**src/rtl/receiver_pkg.sv**
```systemverilog
// Definitions shared by the serial transmitter and receiver: frame geometry
// and FSM state encoding.
package receiver_pkg;

   localparam int unsigned TXRX_DATA_W    = 55;
   localparam int unsigned TXRX_FRAME_LEN = TXRX_DATA_W + 3;

   typedef enum logic [2:0] {
      IDLE,
      DATA,
      PARITY,
      STOP,
      WAIT_IDLE
   } rx_state_e;

endpackage

```
**src/rtl/receiver_if.sv**
```systemverilog
// Serial line in, received word and status flags out.
// The master modport is the receiver side; the slave modport is the line driver and consumer side.
interface receiver_if
   import receiver_pkg::*;
#(
   parameter int unsigned DATA_W = TXRX_DATA_W
);

   logic              S_Data;
   logic              RX_Ack;
   logic [DATA_W-1:0] RX_Data;
   logic              RX_Data_Valid;
   logic              RX_Error;
   logic              RX_Overrun;

   modport master (
      input  S_Data, RX_Ack,
      output RX_Data, RX_Data_Valid, RX_Error, RX_Overrun
   );

   modport slave (
      output S_Data, RX_Ack,
      input  RX_Data, RX_Data_Valid, RX_Error, RX_Overrun
   );

endinterface

```
**src/rtl/receiver_deser.sv**
```systemverilog
// Deserializer datapath. It holds the bit counter, the payload register and a
// running XOR over the data and parity bits.
module rx_deser #(
   parameter int unsigned DATA_W = 55,
   parameter int unsigned CNT_W  = 6
) (
   input  logic              clk,
   input  logic              rst_n,
   input  logic              clr,
   input  logic              shift_en,
   input  logic              par_en,
   input  logic              bit_in,
   output logic [DATA_W-1:0] data,
   output logic              last,
   output logic              par_err
);

   logic [CNT_W-1:0]  cnt_q, cnt_d;
   logic [DATA_W-1:0] data_q, data_d;
   logic              acc_q, acc_d;

   always_comb begin
      cnt_d  = cnt_q;
      data_d = data_q;
      acc_d  = acc_q;
      if (clr) begin
         cnt_d = '0;
         acc_d = 1'b0;
      end
      if (shift_en) begin
         // Store each bit at the position given by cnt. The payload register is not shifted.
         for (int unsigned i = 0; i < DATA_W; i++) begin
            if (cnt_q == CNT_W'(i)) data_d[i] = bit_in;
         end
         cnt_d = cnt_q + 1'b1;
         acc_d = acc_q ^ bit_in;
      end
      if (par_en) acc_d = acc_q ^ bit_in;
   end

   always_ff @(posedge clk) begin
      if (!rst_n) begin
         cnt_q  <= '0;
         data_q <= '0;
         acc_q  <= 1'b0;
      end else begin
         cnt_q  <= cnt_d;
         data_q <= data_d;
         acc_q  <= acc_d;
      end
   end

   assign data    = data_q;
   assign last    = (cnt_q == CNT_W'(DATA_W - 1));
   assign par_err = acc_q;

endmodule

```
**src/rtl/receiver.sv**
```systemverilog
// Serial frame receiver: start, DATA_W bits LSB first, even parity, stop.
// The FSM and the consumer handshake live here; rx_deser holds the datapath.
module receiver
   import receiver_pkg::*;
#(
   parameter int unsigned DATA_W    = TXRX_DATA_W,
   parameter int unsigned FRAME_LEN = DATA_W + 3
) (
   input logic        Clk_S,
   input logic        Rst_n,
   receiver_if.master rx
);

   localparam int unsigned CNT_W = $clog2(FRAME_LEN);

   rx_state_e         state_q, state_d;
   logic [DATA_W-1:0] rx_data_q, rx_data_d;
   logic              valid_q, valid_d;
   logic              error_q, error_d;
   logic              overrun_q, overrun_d;

   logic [DATA_W-1:0] des_data;
   logic              des_last;
   logic              des_par_err;
   logic              des_clr;
   logic              des_shift;
   logic              des_par;

   assign des_clr   = (state_q == IDLE) && !rx.S_Data;
   assign des_shift = (state_q == DATA);
   assign des_par   = (state_q == PARITY);

   rx_deser #(
      .DATA_W (DATA_W),
      .CNT_W  (CNT_W)
   ) u_deser (
      .clk      (Clk_S),
      .rst_n    (Rst_n),
      .clr      (des_clr),
      .shift_en (des_shift),
      .par_en   (des_par),
      .bit_in   (rx.S_Data),
      .data     (des_data),
      .last     (des_last),
      .par_err  (des_par_err)
   );

   always_comb begin
      state_d   = state_q;
      rx_data_d = rx_data_q;
      valid_d   = valid_q;
      error_d   = 1'b0;
      overrun_d = overrun_q;

      if (valid_q && rx.RX_Ack) begin
         valid_d   = 1'b0;
         overrun_d = 1'b0;
      end

      unique case (state_q)
         IDLE:      if (!rx.S_Data) state_d = DATA;
         DATA:      if (des_last)   state_d = PARITY;
         PARITY:    state_d = STOP;
         STOP: begin
            if (!rx.S_Data) begin
               state_d = WAIT_IDLE;
               error_d = 1'b1;
            end else if (des_par_err) begin
               state_d = IDLE;
               error_d = 1'b1;
            end else begin
               state_d = IDLE;
               // A frame that completes while the consumer acks replaces the old word and is not an overrun.
               if (!valid_q || rx.RX_Ack) begin
                  rx_data_d = des_data;
                  valid_d   = 1'b1;
               end else begin
                  overrun_d = 1'b1;
               end
            end
         end
         WAIT_IDLE: if (rx.S_Data) state_d = IDLE;
         default:   state_d = IDLE;
      endcase
   end

   always_ff @(posedge Clk_S) begin
      if (!Rst_n) begin
         state_q   <= IDLE;
         rx_data_q <= '0;
         valid_q   <= 1'b0;
         error_q   <= 1'b0;
         overrun_q <= 1'b0;
      end else begin
         state_q   <= state_d;
         rx_data_q <= rx_data_d;
         valid_q   <= valid_d;
         error_q   <= error_d;
         overrun_q <= overrun_d;
      end
   end

   assign rx.RX_Data       = rx_data_q;
   assign rx.RX_Data_Valid = valid_q;
   assign rx.RX_Error      = error_q;
   assign rx.RX_Overrun    = overrun_q;

endmodule

```
**src/flat_wrapper.sv**
```systemverilog
// flat-port wrapper written by rule: the top's interface ports become plain ports
module receiver_flat import receiver_pkg::*;
#(
   parameter int unsigned DATA_W    = TXRX_DATA_W,
   parameter int unsigned FRAME_LEN = DATA_W + 3
)
  (Clk_S, Rst_n, rx_S_Data, rx_RX_Ack, rx_RX_Data, rx_RX_Data_Valid, rx_RX_Error, rx_RX_Overrun);
  receiver_if #(.DATA_W(DATA_W)) rx_i ();
  input logic Clk_S;
  input logic Rst_n;
  input wire logic [$bits(rx_i.S_Data)-1:0] rx_S_Data;
  input wire logic [$bits(rx_i.RX_Ack)-1:0] rx_RX_Ack;
  output wire logic [$bits(rx_i.RX_Data)-1:0] rx_RX_Data;
  output wire logic [$bits(rx_i.RX_Data_Valid)-1:0] rx_RX_Data_Valid;
  output wire logic [$bits(rx_i.RX_Error)-1:0] rx_RX_Error;
  output wire logic [$bits(rx_i.RX_Overrun)-1:0] rx_RX_Overrun;
  assign rx_i.S_Data = rx_S_Data;
  assign rx_i.RX_Ack = rx_RX_Ack;
  assign rx_RX_Data = rx_i.RX_Data;
  assign rx_RX_Data_Valid = rx_i.RX_Data_Valid;
  assign rx_RX_Error = rx_i.RX_Error;
  assign rx_RX_Overrun = rx_i.RX_Overrun;
  receiver #(.DATA_W(DATA_W), .FRAME_LEN(FRAME_LEN)) u_core (.Clk_S(Clk_S), .Rst_n(Rst_n), .rx(rx_i));
endmodule
```
**config.mk**
```make
export PLATFORM = sky130hd
export DESIGN_NAME = receiver_flat
export DESIGN_NICKNAME = d
export VERILOG_FILES = /design/src/rtl/receiver_pkg.sv /design/src/rtl/receiver_if.sv /design/src/rtl/receiver_deser.sv /design/src/rtl/receiver.sv /design/src/flat_wrapper.sv
export SDC_FILE = /design/constraint.sdc
export NUM_CORES = 1
export LEC_CHECK = 0
export ABC_AREA = 1
export CORE_MARGIN = 2
export CORE_UTILIZATION = 35
export DETAILED_ROUTE_END_ITERATION = 10
export GPL_TIMING_DRIVEN = 1
export REMOVE_ABC_BUFFERS = 1
export SKIP_CTS_REPAIR_TIMING = 1
export SYNTH_ARGS = -nofsm -noshare
export SYNTH_HDL_FRONTEND = slang
export SYNTH_SLANG_ARGS = --single-unit
```
**constraint.sdc**
```tcl
create_clock -name Clk_S -period 1.53 [get_ports Clk_S]
set_input_delay 0.306 -clock Clk_S [delete_from_list [all_inputs] [get_ports Clk_S]]
set_output_delay 0.306 -clock Clk_S [all_outputs]
set_load 0.005 [all_outputs]
```
Word level (Yosys, flattened, before mapping). Index checks and enable logic that the tools add are counted. W data, S select, Z words.

Bits of input ports: 4. Register bits: 123. Word-level logic and storage cells: 215.

Reductions and logical operators: 67. Mux-type cells: 22. Bitwise gates (word level): 2. Equality and inequality tests: 61. Add/sub/neg operators: 1.

Operators by type and width (number): $eq A6 B6 Y1 const B (23); $reduce_and A2 Y1 (56); $eq A6 B5 Y1 const B (16); $eq A6 B4 Y1 const B (8); $eq A6 B3 Y1 const B (4); $mux W1 (15); $pmux W3 S5 (1); $eq A6 B2 Y1 const B (2); $mux W3 (4); $mux W6 (2); $add A6 B1 Y6 const B (1); $eq A3 B2 Y1 const B (2); $eq A6 B1 Y1 const B (1); $logic_not A6 Y1 (1); $ne A2 B2 Y1 const B (2); $reduce_and A4 Y1 (1); $eq A3 B1 Y1 const B (1); $eq A3 B3 Y1 const B (1); $logic_not A3 Y1 (1); $reduce_and A3 Y1 (1); $reduce_bool A3 Y1 (1); $logic_and A1 B1 Y1 (2); $logic_not A1 Y1 (2); $ne A2 B1 Y1 const B (1); 4 further kinds (4).

Depth between registers and ports, before layout. Gate-level depths: netlist of run 1.

Word-level depth: 6. Gate-level depth with buffers: 7. Mapped depth without buffers: 7.

Hierarchy. Synthesis of run 1 repeated with hierarchy kept, for this count alone.

Cell total of the unflattened synthesis: 941. Area, all modules: 5859.4 um^2.

Modules (own cells, without submodules): receiver (times used 1, cells an instance 511, area each 3129.3 um^2); rx_deser (times used 1, cells an instance 430, area each 2730.1 um^2).

Worst setup path before layout of run 1. OpenSTA, ideal clock, no wires.

Path kind: register to register. Start: register u_core.u_deser.cnt_q[0]. End: register u_core.u_deser.data_q[47] (netlist: u_core.u_deser.data[47]). Data arrival time: 1.087 ns. Stages on the path, launching flop included: 7. Path slack: 0.309 ns. Path through: dfxtp_1 ha_1 nand3_1 nor2_1 nand2_1 nand2_1 a21oi_1.

Word-level cells in the longest chain between the ends: 2.

RTL lines: from (decl) (line receiver_deser.sv:18) `logic [CNT_W-1:0] cnt_q, cnt_d;`; from (signal assigned) (line receiver_deser.sv:47) `cnt_q <= cnt_d;`; $eq A6 B6 Y1 (line receiver_deser.sv:33) `if (cnt_q == CNT_W'(i)) data_d[i] = bit_in;`; $reduce_and A2 Y1 (no source line); to (signal assigned) (line receiver_deser.sv:48) `data_q <= data_d;`; to (decl) (line receiver_deser.sv:19) `logic [DATA_W-1:0] data_q, data_d;`.

Every way passes these cells. A chain may end at the register's enable or synchronous reset.

Final worst setup path of run 1.
Start: register u_core.u_deser.cnt_q[3]. End: register u_core.u_deser.data_q[28] (netlist: u_core.u_deser.data[28]).

Word-level cells in the longest chain between the ends: 2.

RTL lines (line): $eq A6 B5 Y1 (receiver_deser.sv:33); $reduce_and A2 Y1 (no source line).

Every way passes these cells.

==> flow_summary.yaml, run 1 <==
power:
  p_sw_frac: 0.232
  ir_drop_uv: 753
  power.share.sequential: 0.409
  powerDensity_mw_per_mm2: 1180
  power.internal_mw: 6.22
  power_switching_mw: 1.87
  power_frac_comb: 0.087
  power.share.clock: 0.505
  p_leak_nw: 3.57
synth:
  seq_area_frac_synth: 0.471
  syn_inst: 725
  yosysUniqueCellTypes: 24
  synth_compound_area_frac: 0.118
  yosys.area.top_type: "dfxtp_1"
  synth-xor-area-share: 0
  synth_mux_area_frac: 0
  yosysWarnings: 0
  synth_area_leaders: "dfxtp_1 (47%), nor2_1 (11%), nand2_1 (7.4%)"
  synth_top_family_by_area: "simple AND/OR/NAND/NOR gates"
  synth.avg_cell_area_um2: 7.21
  synth_fa_ha_area_frac: 0.0144
  syn_area_mm2: 0.00523
  ys_seq_elements: 123
  synth_top_area_frac: 0.471
  synth_simple_gate_area_frac: 0.326
critical_path:
  critical_path_class: "flip-flop to flip-flop"
  ff2ff_path_depth: 6
  worstPathArrival_ns: 1.72
  cp-endpoint: "u_core.u_deser.data[28]"
  worstPathRequired_ns: 1.85
  startpoint_type: "flip-flop"
  timing.rr.start: "u_core.u_deser.cnt_q[3]"
  crit_path_end_kind: "flip-flop"
  r2r_end: "u_core.u_deser.data[28]"
  crit_start: "u_core.u_deser.cnt_q[3]"
  path_max_fanout: 9
  r2r_slack_ns: 0.12
clocking:
  clk_latency_ns: 0.42
  cts_tree: "yes"
  clockBufferDepth: 2
  cts-root-buf: "clkbuf_16"
  clkSinkCount: 123
  cts.reportedPaths.clkPinSlew_ns: 0.05
  cts_inserted_buffers: 17
  h-tree-depth: 4
sta:
  hold_viol_final: 0
  slew_headroom: 0.666
  whs_ns: 0.393
  finClkSkew_ns: 0.0124
  finalSetupViolations: 0
  worstMarginPinSlew_ns: 0.501
  fin_crit_sh: 0.920
  finalMaxSlewViolations: 0
  max_freq_ghz: 0.710
  rsz0062_at_grt: "true"
  layout_min_cycle_time_ns: 1.41
  fin_tns_setup_ns: 0
layout:
  seqCellArea_mm2: 0.00247
  antennaDiodeCount: 0
  instances_no_fill: 975
  drive_gt1_frac: 0.0999
  final_common_cell: "nor2_1"
  fillers: 1428
  area_delta_synth_final_pct: 31.4
  mostFrequentLayoutCells: "nor2_1 (158), dfxtp_1 (116), nand2_1 (103)"
  multi_input_area_mm2: 0.00244
  nNetsFinal: 789
routing:
  drtPass1Iterations: 5
  postRouteWirelength_mm: 13.2
  wl_per_cell_um: 13.5
  drtAntennaViolNets: 0
  drtIter0Drc: 341
  vias: 4932
  vias_per_cell: 5.06
  post-route-drc-count: 0
placement:
  dp_hpwl_mm: 8.37
  routabilityCongestion: 0.829
  dp_cells: 943
  portBuffers: 61
global_routing:
  grt_pass1_wl_mm: 22.3
  gr-total-overflow: 0
  antenna_found_initial: 0
  grt_max_degree: 94
  grt_usage: 0.171
  first_global_vias: 4752
outcome:
  status: "completed"
job:
  max-cap-violations: 0
hold_path:
  whs_path_depth: 4
  min_path_type: "input port to flip-flop"
floorplan:
  core_mm2: 0.0146
  pin_count: 62
  fp.dieW_um: 126
  start_util: 0.358
  die_area_mm2: 0.0159
  row_count: 44
  die_y_um: 126
metal layers:
metal | global-route usage | part of all wire | vias to the layer above | wire [um]
met2 | 0.280 | 0.48 | 125 | 6380
li1 | - | - | 2511 | -
met4 | 0.0646 | 0.0082 | 0 | 108
met5 | 0 | 0 | - | 0
met3 | 0.0476 | 0.055 | 8 | 731
met1 | 0.215 | 0.45 | 2288 | 5970
Yosys cell counts, drive strengths merged:
master and instances:
buf 33, ha 6, clkbuf 20, nor2 162, dfxtp 123, nand3 78
nand3b 1, inv 18, nand2 103, nor3 57, a21oi 61, o21ai 59
nand4 2, a211oi 1, clkinv 1
layout make-up:
cell class | instances | share of cell area
Sequential cell | 123 | 0.360
Multi-Input combinational cell | 530 | 0.355
Timing Repair Buffer | 88 | 0.153
Clock buffer | 24 | 0.0716
Tap cell | 184 | 0.0335
Clock inverter | 7 | 0.0164
Inverter | 19 | 0.0104
metrics by stage:
step	cell area [um2]	setup slack [ns]	utilization	power, mW
3_5_place_dp	6070	-0.246	0.416	4.08
3_3_place_gp	6070	-0.236	0.416	4.06
6_report	6870	0.122	0.471	8.09
4_1_cts	6670	-0.105	0.457	8.18
5_1_grt	6870	-0.00332	0.471	8.41
2_1_floorplan	4930	-0.850	-	3.73
sequential cells by signal (all words and copies together) (netlist names):
| register | flops |
|---|---|
| u_core.rx.RX_Data | 55 |
| u_core.rx.RX_Data_Valid | 1 |
| u_core.rx.RX_Error | 1 |
| u_core.rx.RX_Overrun | 1 |
| u_core.state_q | 3 |
| u_core.u_deser.cnt_q | 6 |
| u_core.u_deser.data | 55 |
| u_core.u_deser.par_err | 1 |
critical path, cell delays in order (launching register included):
cell     delay (ns)
dfxtp_1        0.55
buf_4          0.21
nand3_1        0.13
nor2_1         0.20
nand3_1        0.11
nand2_1        0.08
nor2_1         0.04
cell families after synthesis:
group           after synthesis
fa+ha+maj                     6
compound gates              121
buf+inv                      72
simple gates                403
flops                       123
worst min path at each step:
stage / from / endpoint / slack, ns
6_report: Rst_n / u_core.u_deser.data[26] / 0.39
5_1_grt: Rst_n / u_core.u_deser.data[43] / 0.43
4_1_cts: Rst_n / u_core.u_deser.data[43] / 0.41
3_5_place_dp: u_core.rx.RX_Overrun / u_core.rx.RX_Overrun / 0.44
3_3_place_gp: u_core.rx.RX_Overrun / u_core.rx.RX_Overrun / 0.44
2_1_floorplan: rx_S_Data / u_core.state_q[2] / 0.38
power groups by stage:
stage	Sequential (mW)	Clock [mW]	Combinational, mW
2_1_floorplan	3.37	0	0.359
3_3_place_gp	3.37	0	0.692
3_5_place_dp	3.37	0	0.707
4_1_cts	3.31	4.16	0.711
5_1_grt	3.31	4.31	0.786
6_report	3.31	4.09	0.701
No activity file was read; power rests on OpenSTA's default activity.
==> run 2: changes to the inputs <==
- clock period: 1.53 -> 1.5 ns (I/O delays scaled with it)
==> run 2 against run 1 <==
  * Fmax grew 0.62%
  * Register-to-register slack lost 0.02 ns
  * Critical path depth is the same
  * Clock power grew 11%
  * Global-route usage shrank 0.072 points
  * Sequential power grew 2%
  * Worst hold slack lost 0.071 ns
  * Utilization grew 0.40 points
  * Highest routed layer unchanged
==> flow_summary.yaml, run 2 (same netlist as run 1, synthesis figures left out) <==
outcome:
  status: "completed"
critical_path:
  r2r_end: "u_core.u_deser.data[26]"
  ff2ff_path_depth: 6
  r2r_slack_ns: 0.10
  cp.depth: 6
  crit_buf_inv: 0
  critical_path_class: "flip-flop to flip-flop"
  worstPathRequired_ns: 1.82
  crit_path_end_kind: "flip-flop"
  worstPathArrival_ns: 1.72
  crit_family: "simple AND/OR/NAND/NOR gates"
  crit_start: "u_core.u_deser.cnt_q[1]"
  cp_cell_sequence: "ha_2 > nand3_1 > nor2_1 > nand3_1 > nand2_1 > nor2_1"
  startpoint_type: "flip-flop"
  path_max_fanout: 6
  crit_slowest_cell: "dfxtp_1"
  cp-endpoint: "u_core.u_deser.data[26]"
  critPathMaxStageDelay_ns: 0.43
  timing.rr.start: "u_core.u_deser.cnt_q[1]"
floorplan:
  die_y_um: 126
  die_area_mm2: 0.0159
  fp.dieW_um: 126
  pin_count: 62
  row_count: 44
  core_mm2: 0.0146
  start_util: 0.358
routing:
  drtIter0Drc: 280
  wl_per_cell_um: 13.3
  vias_per_cell: 4.95
  vias: 4850
  drtPass1Iterations: 5
  drtAntennaViolNets: 0
  postRouteWirelength_mm: 13.1
  post-route-drc-count: 0
sta:
  worstMarginPinSlew_ns: 0.309
  max_freq_ghz: 0.715
  finClkSkew_ns: 0.00768
  layout_min_cycle_time_ns: 1.40
  finalMaxSlewViolations: 0
  rsz0062_at_grt: "true"
  finalSetupViolations: 0
  fin_crit_sh: 0.933
  hold_viol_final: 0
  slew_headroom: 0.794
placement:
  placed_area_mm2: 0.00607
  dp_cells: 947
  portBuffers: 61
  dp_hpwl_mm: 8.47
  routabilityCongestion: 0.826
layout:
  fin_area_mm2: 0.00693
  multi_input_area_mm2: 0.00244
  area_delta_synth_final_pct: 32.6
  seqCellArea_mm2: 0.00247
  instances_no_fill: 980
  mostFrequentLayoutCells: "nor2_1 (158), dfxtp_1 (114), nand2_1 (103)"
  drive_gt1_frac: 0.113
  antennaDiodeCount: 0
  fillers: 1421
  final_common_cell: "nor2_1"
  nNetsFinal: 793
power:
  powerDensity_mw_per_mm2: 1240
  power.internal_mw: 6.57
  power_switching_mw: 2.05
  power_frac_comb: 0.084
  p_sw_frac: 0.238
  power.share.clock: 0.525
  power.share.sequential: 0.391
  ir_drop_uv: 897
  p_leak_nw: 3.58
clocking:
  clockBufferDepth: 2
  cts.reportedPaths.clkPinSlew_ns: 0.06
  clk_latency_ns: 0.42
  cts-root-buf: "clkbuf_16"
  clkSinkCount: 123
  h-tree-depth: 4
  cts_inserted_buffers: 17
  cts_tree: "yes"
global_routing:
  grt_max_degree: 68
  grt_usage: 0.170
  antenna_found_initial: 0
  grt_pass1_wl_mm: 22.0
  gr-total-overflow: 0
  first_global_vias: 4719
hold_path:
  min_path_type: "input port to flip-flop"
job:
  max-cap-violations: 0
-- run 2: worst reg2reg max path, delay by kind of cell, from the launching register on --
kind / cells / cell delay (ns)
adder cells (fa/ha/maj): 1 / 0.30
flip-flops: 1 / 0.43
AND/OR/NAND/NOR: 5 / 0.57
-- run 2: worst min-delay path by stage --
| stage | cells after the start | start | end |
|---|---|---|---|
| after global routing | 3 | Rst_n | u_core.u_deser.data[10] |
| after floorplan | 1 | rx_S_Data | u_core.state_q[2] |
| after detailed placement | 2 | u_core.rx.RX_Overrun | u_core.rx.RX_Overrun |
| final | 3 | Rst_n | u_core.u_deser.par_err |
| after global placement | 2 | u_core.rx.RX_Overrun | u_core.rx.RX_Overrun |
| after CTS | 3 | Rst_n | u_core.u_deser.par_err |
-- run 2: final cells by class --
type | instances | area share
clock buffer | 18 | 0.0634
clock inverter | 14 | 0.0316
inverter | 19 | 0.0103
multi-input combinational | 530 | 0.352
sequential | 123 | 0.357
tap | 184 | 0.0332
timing repair buffer | 92 | 0.153
-- run 2: through the flow --
stage | setup slack [ns] | total power [mW] | hold slack (ns) | utilization | setup TNS [ns]
detailed placement | -0.261 | 4.16 | 0.439 | 0.416 | -17.98
floorplan | -0.880 | 3.80 | 0.373 | - | -73.50
CTS | -0.133 | 8.70 | 0.321 | 0.461 | -4.24
global placement | -0.250 | 4.14 | 0.439 | 0.416 | -15.08
global route | -0.0168 | 8.93 | 0.378 | 0.475 | -0.0453
finish | 0.101 | 8.61 | 0.322 | 0.475 | 0
-- run 2: per-layer routing --
metal,global-route usage,part of all wire,vias up
li1,-,-,2522
met3,0.0416,0.039,16
met2,0.282,0.48,98
met5,0,0,-
met1,0.209,0.47,2214
met4,0.0776,0.018,0
-- run 2: power by group through the flow --
stage                     Sequential [mW]  Combinational [mW]  Clock [mW]
after floorplan                      3.44               0.366           0
after global placement               3.44               0.705           0
after detailed placement             3.44               0.726           0
after CTS                            3.37               0.731        4.60
after global routing                 3.37               0.812        4.75
final                                3.37               0.726        4.52
==> variant, RTL diff (flow settings as in run 2) <==
Encoding of `rx_state_e`: now Gray code (3 bits for 5 states).
--- a/src/rtl/receiver_pkg.sv
+++ b/src/rtl/receiver_pkg.sv
@@ -6,11 +6,11 @@
    localparam int unsigned TXRX_FRAME_LEN = TXRX_DATA_W + 3;
 
    typedef enum logic [2:0] {
-      IDLE,
-      DATA,
-      PARITY,
-      STOP,
-      WAIT_IDLE
+      IDLE      = 3'b000,
+      DATA      = 3'b001,
+      PARITY    = 3'b011,
+      STOP      = 3'b010,
+      WAIT_IDLE = 3'b110
    } rx_state_e;
 
 endpackage
Formal check against the unedited RTL: same outputs for any inputs over 10 cycles, from zero or initial values and one cycle with Rst_n low; not proved beyond that.
==> variant against run 2 <==
- synthesized area shrank 4.0%
- design area shrank 2.5%
- sequential cell count is the same
- power shrank 6.0%
- fmax shrank 0.92%
- wire length shrank 5.8%
- first-iteration DRC count shrank 24%
- worst setup slack lost 13 ps
- clock skew grew 2.5 ps
- critical endpoint is now u_core.u_deser.data[29]
- largest cell class unchanged
==> variant: results (changes against run 2) <==
place:
  dpl.hpwl_mm: 8.151  # -3.8%
  dp_cells: 915  # -3.4%
  gp_congestion: 0.8227  # -0.44%
synth:
  yosysUniqueCellTypes: 27  # +13%
  yosysSeqAreaShare_pct: 49.09  # +2.0 points
  avgSynthCellArea_um2: 7.333  # +1.7%
  synth_common_cells: "nor2_1, dfxtp_1, nand2_1"
grt:
  grt_util_all_layers_pct: 17.15  # +0.13 points
  grt_start_max_net_pins: 56  # -18%
timing:
  whs_ps: 314.2  # -7.475 ps
  relSlewSlack_pct: 73.47  # -5.9 points
worst_setup_path:
  cp.arrival_ps: 1750  # +30 ps
  worst_r2r_path_depth: 8  # +2
  critPathMaxStageDelay_ps: 360  # -70 ps
  cp_slowest_cell: "dfxtp_2"
  r2r_end: "u_core.u_deser.data[29]"
power:
  peakVddDrop_mv: 0.8874  # -1.1%
outcome:
  status: "complete, no violations"
finish:
  drive_gt1_share_pct: 12.63  # +1.3 points
  stdcell_count: 948  # -3.3%
  nNetsFinal: 765  # -3.5%
  nFillCells: 1378  # -3.0%
drt:
  viasPerCell: 4.865  # -1.7%
  first_iter_violations: 213  # -24%
  routed_wl_mm: 12.29  # -5.8%
==> variant: cell types whose count changed after synthesis, sizes merged, moves of 12 or more <==
cell    delta
inv       +14
nand4     +27
nand3     -48
nor2      +39
nor3      -46
clkbuf    -12
==> variant: cells by family after synthesis <==
| logic type | after synthesis | synth area share, % |
|---|---|---|
| simple gates | 364 | 30.43 |
| flops | 123 | 49.09 |
| compound gates | 115 | 11.55 |
| buf+inv | 75 | 7.259 |
| fa+ha+maj | 6 | 1.497 |
| xor+xnor | 1 | 0.1746 |
==> variant: metal layers <==
metal	share of wire (%)	wire, um	vias to the layer above	track usage, %
li1	-	-	2378	-
met1	45	5544	2134	20.81
met2	49	6012	87	28.09
met3	4.9	604	13	4.579
met4	1.1	131	0	8.452
met5	0	0	-	0
==> variant: area by class of cell <==
cell class | count | area (um^2) | share of cell area (%)
repair buffers | 93 | 1086 | 16.07
inverters | 34 | 127.6 | 1.888
flip-flops and latches | 123 | 2467 | 36.51
clock inverters | 7 | 85.08 | 1.259
well taps | 180 | 225.2 | 3.332
clock buffers | 25 | 515.5 | 7.627
multi-input cells | 486 | 2252 | 33.32
==> variant: per-stage QoR <==
step / worst slack, ps / instance area, um^2
finish: 88.08 / 6759
global route: 0.6372 / 6759
CTS: -150.6 / 6521
detailed placement: -292.7 / 5921
global placement: -223.0 / 5921
floorplan: -1036 / 4780
==> variant: where the power goes <==
group | internal (uW) | leakage [uW] | switching [uW]
registers | 3340 | 0.000995 | 39.4
clock network | 2690 | 0.000303 | 1400
logic | 252 | 0.00234 | 382
==> variant: critical path, delay by kind of cell (launching register included) <==
family	cells	cell delay, ps
adders and majority gates	1	200
and+or+nand+nor	3	220
buffers and inverters	3	430
DFF	1	360
AOI/OAI and AO/OA	1	120
